`config.mk`:
```
export PLATFORM = sky130hd
export DESIGN_NAME = filter_scheduler_flat
export DESIGN_NICKNAME = d
export VERILOG_FILES = /design/src/rtl/filter_scheduler_if.sv /design/src/rtl/filter_scheduler.sv /design/src/flat_wrapper.sv
export SDC_FILE = /design/constraint.sdc
export NUM_CORES = 1
export LEC_CHECK = 0
export BUFFER_PORTS_ARGS = -buffer_cell sky130_fd_sc_hd__buf_4
export CAP_MARGIN = 20
export CORE_MARGIN = 5
export CORE_UTILIZATION = 25
export DETAILED_ROUTE_END_ITERATION = 8
export GPL_TIMING_DRIVEN = 0
export PLACE_DENSITY_LB_ADDON = 0.2
export SETUP_SLACK_MARGIN = 0.2
export SYNTH_ARGS = -nofsm -noshare
export SYNTH_HDL_FRONTEND = slang
export SYNTH_SLANG_ARGS = --single-unit
export TNS_END_PERCENT = 30
```
`constraint.sdc`:
```
create_clock -name clk -period 2.8 [get_ports clk]
set_input_delay 0.42 -clock clk [delete_from_list [all_inputs] [get_ports clk]]
set_output_delay 0.42 -clock clk [all_outputs]
set_load 0.005 [all_outputs]
```
`src/rtl/filter_scheduler_if.sv`:
```
// Bundle of the tempo/beat inputs and scheduler outputs shared by the scheduler and its driver.
interface filter_scheduler_if #(
    parameter int NUM_FILTERS = 4
) ();
    localparam int SelW = $clog2(NUM_FILTERS);

    logic [8:0]      bpm_in;
    logic            beat_pulse;
    logic            frame_end;
    logic [SelW-1:0] filter_sel;
    logic [1:0]      tempo_band;
    logic [7:0]      flash_level;
    logic            switch_pending;

    // Driver side: supplies tempo, beats and frame timing; observes scheduler outputs.
    modport master (
        output bpm_in, beat_pulse, frame_end,
        input  filter_sel, tempo_band, flash_level, switch_pending
    );

    // Scheduler side.
    modport slave (
        input  bpm_in, beat_pulse, frame_end,
        output filter_sel, tempo_band, flash_level, switch_pending
    );
endinterface

```
`src/rtl/filter_scheduler.sv`:
```
// Beat-synchronised filter scheduler: counts beats into groups, arms a filter change per group
// and applies it at the next frame boundary; also tracks tempo class and a decaying beat flash.
module filter_scheduler #(
    parameter int NUM_FILTERS      = 4,
    parameter int BEATS_PER_SWITCH = 4,
    parameter int FLASH_STEP       = 32
) (
    input logic              clk,
    input logic              reset,
    filter_scheduler_if.slave bus
);
    localparam int SelW = $clog2(NUM_FILTERS);

    typedef enum logic [1:0] {StIdle, StRun, StArmed} state_e;

    state_e          state_q, state_d;
    logic [3:0]      cnt_q, cnt_d;
    logic            pend_q, pend_d;
    logic [SelW-1:0] sel_q, sel_d;
    logic [1:0]      band_q, band_d;
    logic [7:0]      flash_q, flash_d;
    logic            flash_req_q, flash_req_d;
    logic            beat_prev_q;

    logic            bpm_zero;
    logic            live_edge;
    logic [3:0]      cnt_inc;
    logic            group_done;

    // Beat edges only count while a tempo is present and the scheduler is not idle.
    assign bpm_zero   = (bus.bpm_in == 9'd0);
    assign live_edge  = bus.beat_pulse & ~beat_prev_q & ~bpm_zero & (state_q != StIdle);
    assign cnt_inc    = cnt_q + 4'd1;
    assign group_done = (cnt_inc == 4'(BEATS_PER_SWITCH));

    // Group counting, arming and filter switching state machine.
    always_comb begin
        state_d = state_q;
        cnt_d   = cnt_q;
        pend_d  = pend_q;
        sel_d   = sel_q;
        if (bpm_zero) begin
            state_d = StIdle;
            cnt_d   = 4'd0;
            pend_d  = 1'b0;
        end else begin
            unique case (state_q)
                StIdle: state_d = StRun;
                StRun: begin
                    // frame_end is ignored here, so an arm made this cycle waits for the next one.
                    if (live_edge) begin
                        if (group_done) begin
                            cnt_d   = 4'd0;
                            pend_d  = 1'b1;
                            state_d = StArmed;
                        end else begin
                            cnt_d = cnt_inc;
                        end
                    end
                end
                StArmed: begin
                    // Completed groups while armed are dropped rather than queued.
                    if (live_edge) cnt_d = group_done ? 4'd0 : cnt_inc;
                    if (bus.frame_end) begin
                        sel_d   = (sel_q == SelW'(NUM_FILTERS - 1)) ? '0 : sel_q + 1'b1;
                        pend_d  = 1'b0;
                        state_d = StRun;
                    end
                end
                default: state_d = StIdle;
            endcase
        end
    end

    // Frame-boundary updates of tempo class and flash brightness.
    always_comb begin
        band_d      = band_q;
        flash_d     = flash_q;
        flash_req_d = flash_req_q | live_edge;
        if (bus.frame_end) begin
            if (bus.bpm_in < 9'd90)       band_d = 2'd0;
            else if (bus.bpm_in < 9'd130) band_d = 2'd1;
            else if (bus.bpm_in < 9'd170) band_d = 2'd2;
            else                          band_d = 2'd3;
            if (flash_req_q) begin
                flash_d = 8'd255;
            end else if ({1'b0, flash_q} < 9'(FLASH_STEP)) begin
                flash_d = 8'd0;
            end else begin
                flash_d = flash_q - 8'(FLASH_STEP);
            end
            // A beat on the frame_end cycle feeds the following frame, not this one.
            flash_req_d = live_edge;
        end
    end

    // State registers; synchronous reset has priority over every input.
    always_ff @(posedge clk) begin
        if (reset) begin
            state_q     <= StIdle;
            cnt_q       <= 4'd0;
            pend_q      <= 1'b0;
            sel_q       <= '0;
            band_q      <= 2'd0;
            flash_q     <= 8'd0;
            flash_req_q <= 1'b0;
            beat_prev_q <= 1'b1;
        end else begin
            state_q     <= state_d;
            cnt_q       <= cnt_d;
            pend_q      <= pend_d;
            sel_q       <= sel_d;
            band_q      <= band_d;
            flash_q     <= flash_d;
            flash_req_q <= flash_req_d;
            beat_prev_q <= bus.beat_pulse;
        end
    end

    assign bus.filter_sel     = sel_q;
    assign bus.tempo_band     = band_q;
    assign bus.flash_level    = flash_q;
    assign bus.switch_pending = pend_q;
endmodule

```
`src/flat_wrapper.sv`:
```
// flat-port wrapper written by rule: the top's interface ports become plain ports
module filter_scheduler_flat 
#(
    parameter int NUM_FILTERS      = 4,
    parameter int BEATS_PER_SWITCH = 4,
    parameter int FLASH_STEP       = 32
)
  (clk, reset, bus_bpm_in, bus_beat_pulse, bus_frame_end, bus_filter_sel, bus_tempo_band, bus_flash_level, bus_switch_pending);
  filter_scheduler_if #(.NUM_FILTERS(NUM_FILTERS)) bus_i ();
  input logic clk;
  input logic reset;
  input wire logic [$bits(bus_i.bpm_in)-1:0] bus_bpm_in;
  input wire logic [$bits(bus_i.beat_pulse)-1:0] bus_beat_pulse;
  input wire logic [$bits(bus_i.frame_end)-1:0] bus_frame_end;
  output wire logic [$bits(bus_i.filter_sel)-1:0] bus_filter_sel;
  output wire logic [$bits(bus_i.tempo_band)-1:0] bus_tempo_band;
  output wire logic [$bits(bus_i.flash_level)-1:0] bus_flash_level;
  output wire logic [$bits(bus_i.switch_pending)-1:0] bus_switch_pending;
  assign bus_i.bpm_in = bus_bpm_in;
  assign bus_i.beat_pulse = bus_beat_pulse;
  assign bus_i.frame_end = bus_frame_end;
  assign bus_filter_sel = bus_i.filter_sel;
  assign bus_tempo_band = bus_i.tempo_band;
  assign bus_flash_level = bus_i.flash_level;
  assign bus_switch_pending = bus_i.switch_pending;
  filter_scheduler #(.NUM_FILTERS(NUM_FILTERS), .BEATS_PER_SWITCH(BEATS_PER_SWITCH), .FLASH_STEP(FLASH_STEP)) u_core (.clk(clk), .reset(reset), .bus(bus_i));
endmodule
```
## Yosys cells after proc, flatten, opt, wreduce, memory -nomap -nowiden

Cells that the tools add are included.

- Register bits: 21
- Bits in latches: 0
- RAM bits: 0
- Memory bits (read-only): 0
- Input port bits: 13
- Output and inout bits: 13
- Memories kept: 0

- Add/subtract/negate cells: 3
- Multipliers: 0
- Div/mod/pow operators: 0
- $lt $le $gt $ge: 4
- Eq/ne operators: 7
- Shifts and indexed selects: 0
- Mux-type cells: 16
- Bitwise gates (word level): 6
- Reduce and logical (&&, ||, !) cells: 10

Operator list:

| operator | count |
|---|---|
| 9-bit by 8-bit less-than comparator with 1-bit output, second input constant | 2 |
| 8-bit two-way mux | 2 |
| 2-bit two-way mux | 6 |
| 9-bit zero test | 1 |
| 9-bit by 7-bit less-than comparator with 1-bit output, second input constant | 1 |
| 8-bit by 6-bit less-than comparator with 1-bit output, second input constant | 1 |
| 8-bit by 6-bit subtractor with 8-bit output, second input constant | 1 |
| 2-bit case mux with 3 select lines | 1 |
| 3-bit AND reduction | 2 |
| 1-bit two-way mux | 5 |
| 4-bit by 1-bit adder with 4-bit output, second input constant | 1 |
| 2-bit == test, second input constant | 2 |
| 4-bit by 3-bit == test with 1-bit output, second input constant | 1 |
| 4-bit two-way mux | 1 |
| 2-bit by 1-bit != test with 1-bit output, second input constant | 2 |
| 4-bit AND reduction | 1 |
| 2-bit nonzero test | 2 |
| 2-bit OR reduction | 2 |
| 1-bit bitwise AND | 3 |
| 2-bit by 1-bit adder with 2-bit output, second input constant | 1 |
| 2-bit by 1-bit == test with 1-bit output, second input constant | 1 |
| 2-bit zero test | 1 |
| 2-bit != test, second input constant | 1 |
| 1-bit inverter | 2 |
| other kinds (3) | 3 |

## Depth between registers and ports, before layout

Gate-level depths: netlist (run 1).

- Depth in word-level cells: 6
- Gate-level depth with buffers: 6

## Worst setup path before layout (run 1)

OpenSTA, ideal clock, no wires.

- Kind: reg-to-reg
- Start point: register u_core.state_q[0]
- End point: register u_core.state_q[0]
- Arrival: 1.638 ns
- Required time: 2.730 ns
- Setup slack: 1.092 ns
- Stages on the path, launching flop included: 7
- Period minus slack after synthesis: 1.708 ns
- Path through: dfxtp_1 -> inv_1 -> ha_1 -> nor3b_4 -> a21boi_2 -> or4_1 -> a21oi_1

- Word-level cells in the longest chain between the ends: 4
- Elaborated cells between the ends (all ways): 10
- Classes of those cells: 5 x eq/ne; 1 x mux; 1 x bitwise; 3 x reduce/logical

RTL lines:

| item | RTL line | source |
|---|---|---|
| from (decl) | filter_scheduler.sv:16 | `state_e state_q, state_d;` |
| from (signal assigned) | filter_scheduler.sv:100 | `state_q <= StIdle;` |
| from (signal assigned) | filter_scheduler.sv:109 | `state_q <= state_d;` |
| 2-bit nonzero test | filter_scheduler.sv:32 | `assign live_edge = bus.beat_pulse & ~beat_prev_q & ~bpm_zero & (state_q != StIdle);` |
| 1-bit bitwise AND | filter_scheduler.sv:32 |  |
| 2-bit by 1-bit != test with 1-bit output (no source line) | -- |  |
| 3-bit AND reduction (no source line) | -- |  |

Parallel ways exist; a longest one is shown, timed or not.
A chain may end at the register's enable or synchronous reset.

## Final worst setup path (run 1)

Ends and elaborated chain as after synthesis.

==> load_flow_metrics.sql, run 1 <==
INSERT INTO impl_metrics (metric_group, metric, value, unit) VALUES
('outcome', 'outcome', 'finished, final reports clean', ''),
('placed_design', 'port_buffers', '25', ''),
('run', 'cap_viol_max_count', '0', ''),
('sta', 'setup_viol', '0', ''),
('placed_design', 'routabilityCongestion', '0.736', ''),
('sta', 'max_slew_margin', '68.3', '%'),
('power', 'p_leak', '0.000542', 'uW'),
('synth', 'synth_area_leaders', 'sky130_fd_sc_hd__dfxtp_1 (35%), sky130_fd_sc_hd__ha_1 (10%), sky130_fd_sc_hd__nor2_1 (6.2%)', ''),
('die', 'core_area', '0.00372', 'mm2'),
('clock_network', 'cts_post_setup_buffers_inserted', '0', ''),
('finish', 'final_net_count', '163', ''),
('clock_network', 'tritoncts', 'yes', ''),
('clock_network', 'cts_num_sinks', '17', ''),
('synth', 'postSynthAreaPerCell', '8.69', 'um2'),
('power', 'netSwitchingFraction', '31.5', '%'),
('sta', 'timing_hold_violations_final', '0', ''),
('sta', 'finalCriticalPeriod', '1880', 'ps'),
('grt', 'first_global_vias', '875', ''),
('drt', 'vias', '863', ''),
('worst_hold_path', 'min-delay-start', 'bus_beat_pulse', ''),
('power', 'clock_power_share', '26.2', '%'),
('synth', 'synthFlopType', 'sky130_fd_sc_hd__dfxtp_1', ''),
('synth', 'synth-async-reset-ratio', '0', '%'),
('critical_path', 'arrival_time_worst_endpoint', '2060', 'ps'),
('critical_path', 'worst_reg2reg_path_depth', '6', ''),
('grt', 'grt_use_total', '8.76', '%'),
('drt', 'routed_len_inst', '11.5', 'um'),
('synth', 'number_of_warnings_reported_in_the_yosys_synthesis_log', '0', ''),
('finish', 'layout-area-overhead-vs-synth', '30.2', '%'),
('sta', 'transition_time_of_the_tightest_slew_check_pin', '472', 'ps'),
('sta', 'final-max-slew-violation-count', '0', ''),
('clock_network', 'number_of_buffers_inserted_during_clock_tree_synthesis', '3', ''),
('power', 'p_switching', '220', 'uW'),
('clock_network', 'clock_edge_transition_at_the_registers_on_the_reported_setup_and_hold_paths', '70', 'ps'),
('finish', 'antenna_cells', '0', ''),
('synth', 'yosysTopAreaCell', 'sky130_fd_sc_hd__dfxtp_1', ''),
('synth', 'synth_most_common_cell', 'sky130_fd_sc_hd__dfxtp_1', ''),
('finish', 'fin_cells', '189', ''),
('power', 'power.density_cell_area', '551', 'mW/mm2'),
('clock_network', 'clockRootBuffer', 'sky130_fd_sc_hd__clkbuf_8', ''),
('critical_path', 'path_max_fanout', '5', ''),
('die', 'fp.dieW', '72.4', 'um'),
('sta', 'rsz_0062_raised_after_global_routing', 'false', ''),
('power', 'power_frac_comb', '31.8', '%'),
('synth', 'postSynthCellCount', '112', ''),
('die', 'die_area', '0.00524', 'mm2'),
('clock_network', 'cts-htree-levels', '1', ''),
('die', 'floorplan.io_pins', '26', ''),
('critical_path', 'setup.worst_path.start_class', 'register', ''),
('power', 'intPower', '478', 'uW'),
('power', 'power', '698', 'uW'),
('critical_path', 'cp-startpoint', 'u_core.state_q[0]', ''),
('drt', 'drt_wl_total', '2.17', 'mm'),
('finish', 'post_route_cells_drive_above_1_share', '25.5', '%'),
('synth', 'synthTopCellsByCount', 'sky130_fd_sc_hd__dfxtp_1 (17), sky130_fd_sc_hd__nor2_1 (16), sky130_fd_sc_hd__nand2_1 (9)', ''),
('synth', 'postSynthNetCount', '133', ''),
('power', 'p_seq_share', '41.9', '%'),
('grt', 'first_pass_grt_wire_length', '3.73', 'mm'),
('placed_design', 'dpl.cell_count', '185', ''),
('critical_path', 'worst_setup_path_end_kind', 'register', ''),
('clock_network', 'deepest_clock_path_buffer_count', '2', ''),
('synth', 'synth.yosys.seq_area_share', '35.0', '%'),
('critical_path', 'required', '2980', 'ps'),
('clock_network', 'post_cts_hold_buffer_count', '0', ''),
('grt', 'gr-total-overflow', '0', ''),
('sta', 'worst_slack', '919', 'ps'),
('clock_network', 'post_cts_resized', '0', ''),
('grt', 'grt_start_max_net_pins', '11', ''),
('sta', 'period_utilization', '67.2', '%'),
('placed_design', 'dp_worst_setup_slack', '931', 'ps'),
('critical_path', 'worstSetupPathType', 'register to register', '');
[placed cells by master, fill, tap and decap left out, types with 3 or more instances in the layout]
master,instances
sky130_fd_sc_hd__nand2_1,9
sky130_fd_sc_hd__inv_1,6
sky130_fd_sc_hd__ha_1,8
sky130_fd_sc_hd__buf_4,29
sky130_fd_sc_hd__nor3_1,7
sky130_fd_sc_hd__a211oi_1,3
sky130_fd_sc_hd__clkbuf_8,3
sky130_fd_sc_hd__dfxtp_1,17
sky130_fd_sc_hd__nor2_1,16
sky130_fd_sc_hd__a21oi_1,6
[cells by family after synthesis]
group	count (synthesis)	synth area share (%)
flip-flops	17	35.0
adder cells (fa/ha/maj)	8	10.3
XOR/XNOR	1	0.900
multiplexers	2	2.06
AND/OR/NAND/NOR	47	27.6
buffers and inverters	12	6.17
AO/OA/AOI/OAI	25	18.0
[power groups by stage]
stage	Sequential (uW)	Clock [uW]	Combinational (uW)
floorplan	294	0	157
global placement	298	0	220
detailed placement	299	0	224
CTS	293	193	226
global route	297	201	257
finish	293	183	222
[cell type report]
cell class	count	area, um2	area share [%]
multi-input cells	83	573	45.2
clock inverters	1	5.00	0.395
flip-flops and latches	17	340	26.9
repair buffers	25	188	14.8
plain buffers	6	37.5	2.96
clock buffers	3	41.3	3.26
inverters	6	22.5	1.78
well taps	48	60.1	4.74
[metrics by stage]
step	hold slack, ps	utilization, %	cell area (um2)
finish	386	34.1	1270
detailed placement	487	32.9	1220
CTS	377	34.1	1270
global route	394	34.1	1270
floorplan	454	-	973
global placement	469	32.9	1220
[registers in the layout (all words and copies together) (netlist names)]
name,flops
u_core.bus.flash_level,4
u_core.state_q,2
u_core.beat_prev_q,1
u_core.cnt_q,4
u_core.flash_req_q,1
u_core.bus.tempo_band,2
u_core.bus.switch_pending,1
u_core.bus.filter_sel,2
[worst min path at each step]
stage                                           to  slack (ps)  depth (start not counted)
after floorplan                    u_core.cnt_q[1]         450                          2
after global placement             u_core.cnt_q[1]         470                          2
after detailed placement  u_core.bus.tempo_band[1]         490                          2
after CTS                       u_core.beat_prev_q         380                          2
after global routing            u_core.beat_prev_q         390                          2
final                           u_core.beat_prev_q         390                          2
[critical path: stages, from the launching register on]
cell and delay, ps:
sky130_fd_sc_hd__dfxtp_1 410, sky130_fd_sc_hd__inv_1 90, sky130_fd_sc_hd__ha_1 260, sky130_fd_sc_hd__nor3b_4 260
sky130_fd_sc_hd__a21boi_2 120, sky130_fd_sc_hd__or4_1 530, sky130_fd_sc_hd__a21oi_1 150
[routing by layer]
metal,global-route usage [%],share of wire [%],vias up
met4,4.30,1.2,0
met3,0.693,4.9,2
met2,14.8,47,20
met5,0,0,-
li1,-,-,458
met1,11.2,47,383
Note: power is estimated with default switching activity, not from simulation.
==> inputs of run 2 (changes only) <==
Clock period 2.8 ns to 1.8 ns, I/O delays scaled along.
==> run 2 against run 1 <==
Net effect:
- sequential share of layout area decreased by 2.0 points
- via count rose by 6.0%
- critical endpoint unchanged
- core utilization grew 3.6 points
- non-clock buffer count is 9 higher
- worst setup slack got worse by 730 ps
- largest cell class unchanged
==> load_flow_metrics.sql, run 2 (same netlist as run 1, synthesis figures left out) <==
INSERT INTO impl_metrics (metric_group, metric, value, unit) VALUES
('finish', 'leading_cell_type_in_the_layout_fill_and_taps_excluded', 'sky130_fd_sc_hd__buf_4', ''),
('die', 'fp.dieW', '72.4', 'um'),
('drt', 'drt-initial-drc-count', '8', ''),
('sta', 'skew_final', '2.17', 'ps'),
('sta', 'period_utilization', '89.4', '%'),
('finish', 'post_route_cells_drive_above_1_share', '38.0', '%'),
('critical_path', 'worstPathCellList', 'inv_4, ha_4, nor3b_4, a21boi_2, or4_4, a21oi_2', ''),
('critical_path', 'worst_setup_path_end_kind', 'register', ''),
('sta', 'rsz_0062_raised_after_global_routing', 'true', ''),
('clock_network', 'cts_num_sinks', '17', ''),
('placed_design', 'post-dp-hpwl', '1.78', 'mm'),
('sta', 'highest_clock_rate', '621', 'MHz'),
('placed_design', 'dpl.cell_count', '185', ''),
('die', 'start_util', '26.2', '%'),
('sta', 'setup_viol', '0', ''),
('critical_path', 'timing.rr.end', 'u_core.state_q[0]', ''),
('finish', 'final_net_count', '172', ''),
('clock_network', 'number_of_buffers_inserted_during_clock_tree_synthesis', '3', ''),
('critical_path', 'setup.worst_path.start_class', 'register', ''),
('grt', 'antenna_found_initial', '0', ''),
('die', 'num_rows', '22', ''),
('power', 'netSwitchingFraction', '31.0', '%'),
('die', 'die_y', '72.4', 'um'),
('clock_network', 'post_cts_hold_buffer_count', '0', ''),
('worst_hold_path', 'min-delay-start', 'bus_beat_pulse', ''),
('clock_network', 'worst_skew_late_latency', '250', 'ps'),
('clock_network', 'tritoncts', 'yes', ''),
('power', 'intPower', '896', 'uW'),
('sta', 'final.setup.tns', '0', 'ps'),
('power', 'power', '1300', 'uW'),
('grt', 'gr-total-overflow', '0', ''),
('drt', 'drt_wl_total', '2.32', 'mm'),
('power', 'ir_worst_vdd', '461', 'uV'),
('worst_hold_path', 'worst_hold_path_type', 'primary input to register', ''),
('power', 'clock_power_share', '21.8', '%'),
('finish', 'area.sequential', '348', 'um2'),
('power', 'p_leak', '0.000590', 'uW'),
('finish', 'num-fill-cells', '380', ''),
('finish', 'fin_cells', '198', ''),
('critical_path', 'crit_family', 'simple AND/OR/NAND/NOR gates', ''),
('clock_network', 'clock_edge_transition_at_the_registers_on_the_reported_setup_and_hold_paths', '70', 'ps'),
('critical_path', 'required', '1980', 'ps'),
('sta', 'transition_time_of_the_tightest_slew_check_pin', '479', 'ps'),
('critical_path', 'path_max_fanout', '3', ''),
('drt', 'routed_len_inst', '11.7', 'um'),
('grt', 'first_global_vias', '912', ''),
('outcome', 'outcome', 'finished, final reports clean', ''),
('die', 'core_area', '0.00372', 'mm2'),
('critical_path', 'worst_path_max_delay_cell', 'sky130_fd_sc_hd__or4_4', ''),
('placed_design', 'routabilityCongestion', '0.721', ''),
('sta', 'final-max-slew-violation-count', '0', ''),
('clock_network', 'cts-htree-levels', '1', ''),
('worst_hold_path', 'min_path_cells', '2', ''),
('run', 'cap_viol_max_count', '0', ''),
('clock_network', 'clockRootBuffer', 'sky130_fd_sc_hd__clkbuf_8', ''),
('critical_path', 'path_buf_inv', '1', ''),
('critical_path', 'arrival_time_worst_endpoint', '1790', 'ps'),
('drt', 'route.detailed.vias_per_inst', '4.62', ''),
('critical_path', 'r2r-start', 'u_core.state_q[0]', ''),
('sta', 'timing_hold_violations_final', '0', ''),
('finish', 'layout_common_cells', 'sky130_fd_sc_hd__buf_4 (38), sky130_fd_sc_hd__nor2_1 (16), sky130_fd_sc_hd__dfxtp_1 (13)', ''),
('power', 'p_switching', '403', 'uW'),
('finish', 'combined_area_of_the_multi_input_logic_cells', '628', 'um2'),
('drt', 'ant_nets', '0', ''),
('placed_design', 'port_buffers', '25', ''),
('die', 'floorplan.io_pins', '26', ''),
('drt', 'remaining_drc_errors', '0', ''),
('drt', 'vias', '915', ''),
('power', 'power_frac_comb', '42.1', '%'),
('sta', 'max_slew_margin', '67.8', '%'),
('critical_path', 'cpPeakStageDelay', '520', 'ps'),
('finish', 'antenna_cells', '0', ''),
('critical_path', 'ff2ff_setup_slack', '190', 'ps'),
('power', 'p_seq_share', '36.2', '%'),
('power', 'power.density_cell_area', '927', 'mW/mm2'),
('die', 'die_area', '0.00524', 'mm2'),
('sta', 'finalCriticalPeriod', '1610', 'ps'),
('critical_path', 'cp-startpoint', 'u_core.state_q[0]', ''),
('worst_hold_path', 'hold_path_end', 'u_core.beat_prev_q', ''),
('drt', 'drt_first_pass_iters', '4', ''),
('grt', 'grt_start_max_net_pins', '11', ''),
('finish', 'layout-area-overhead-vs-synth', '44.0', '%'),
('clock_network', 'deepest_clock_path_buffer_count', '2', ''),
('grt', 'first_pass_grt_wire_length', '3.89', 'mm'),
('critical_path', 'worst_reg2reg_path_depth', '6', ''),
('critical_path', 'worstSetupPathType', 'register to register', ''),
('grt', 'grt_use_total', '9.17', '%');
run 2: cell count changes in the layout (fill, tap and decap cells not counted), moves of 2 or more:
cell / delta
sky130_fd_sc_hd__dfxtp_1: -4
sky130_fd_sc_hd__inv_4: +2
sky130_fd_sc_hd__buf_4: +9
sky130_fd_sc_hd__ha_4: +2
sky130_fd_sc_hd__dfxtp_2: +3
sky130_fd_sc_hd__inv_1: -2
sky130_fd_sc_hd__ha_1: -3
run 2: power groups by stage:
stage	sequential (uW)	combinational (uW)	clock [uW]
floorplan	465	275	0
global placement	470	379	0
finish	470	546	283
global route	476	601	310
detailed placement	473	384	0
CTS	470	511	292
run 2: through the flow:
step / worst slack (ps) / area (um2) / hold WS (ps) / utilization, %
6_report: 190 / 1400 / 234 / 37.7
5_1_grt: 132 / 1400 / 228 / 37.7
4_1_cts: 194 / 1390 / 229 / 37.5
3_5_place_dp: 88.8 / 1240 / 484 / 33.3
3_3_place_gp: 89.8 / 1240 / 470 / 33.3
2_1_floorplan: 210 / 988 / 370 / -
run 2: how the worst max path moves through the flow:
stage | to | depth (start not counted) | slack [ps]
after floorplan | u_core.state_q[0] | 6 | 210
after global placement | u_core.state_q[0] | 6 | 90
after detailed placement | u_core.state_q[0] | 6 | 90
after CTS | u_core.state_q[0] | 6 | 190
after global routing | u_core.state_q[0] | 6 | 130
final | u_core.state_q[0] | 6 | 190
run 2: final cells by class:
class	instances	share of cell area [%]
flip-flops and latches	17	24.8
clock buffers	4	3.21
inverters	6	1.96
well taps	48	4.29
repair buffers	34	18.2
multi-input cells	83	44.8
plain buffers	6	2.68
run 2: what timing repair did:
action	in CTS	in global routing
buffers inserted	9	0
endpoints found under the hold margin	0	0
gates resized for setup	12	2
pin swaps	6	3
endpoints found under the setup margin	1	2
run 2: layer usage:
metal  GRT usage (%)  up-vias  part of all wire [%]
li1                -      476                     -
met1            10.3      412                    44
met2            16.7       23                    49
met3           0.693        4                   5.0
met4            5.53        0                   2.1
met5               0        -                     0
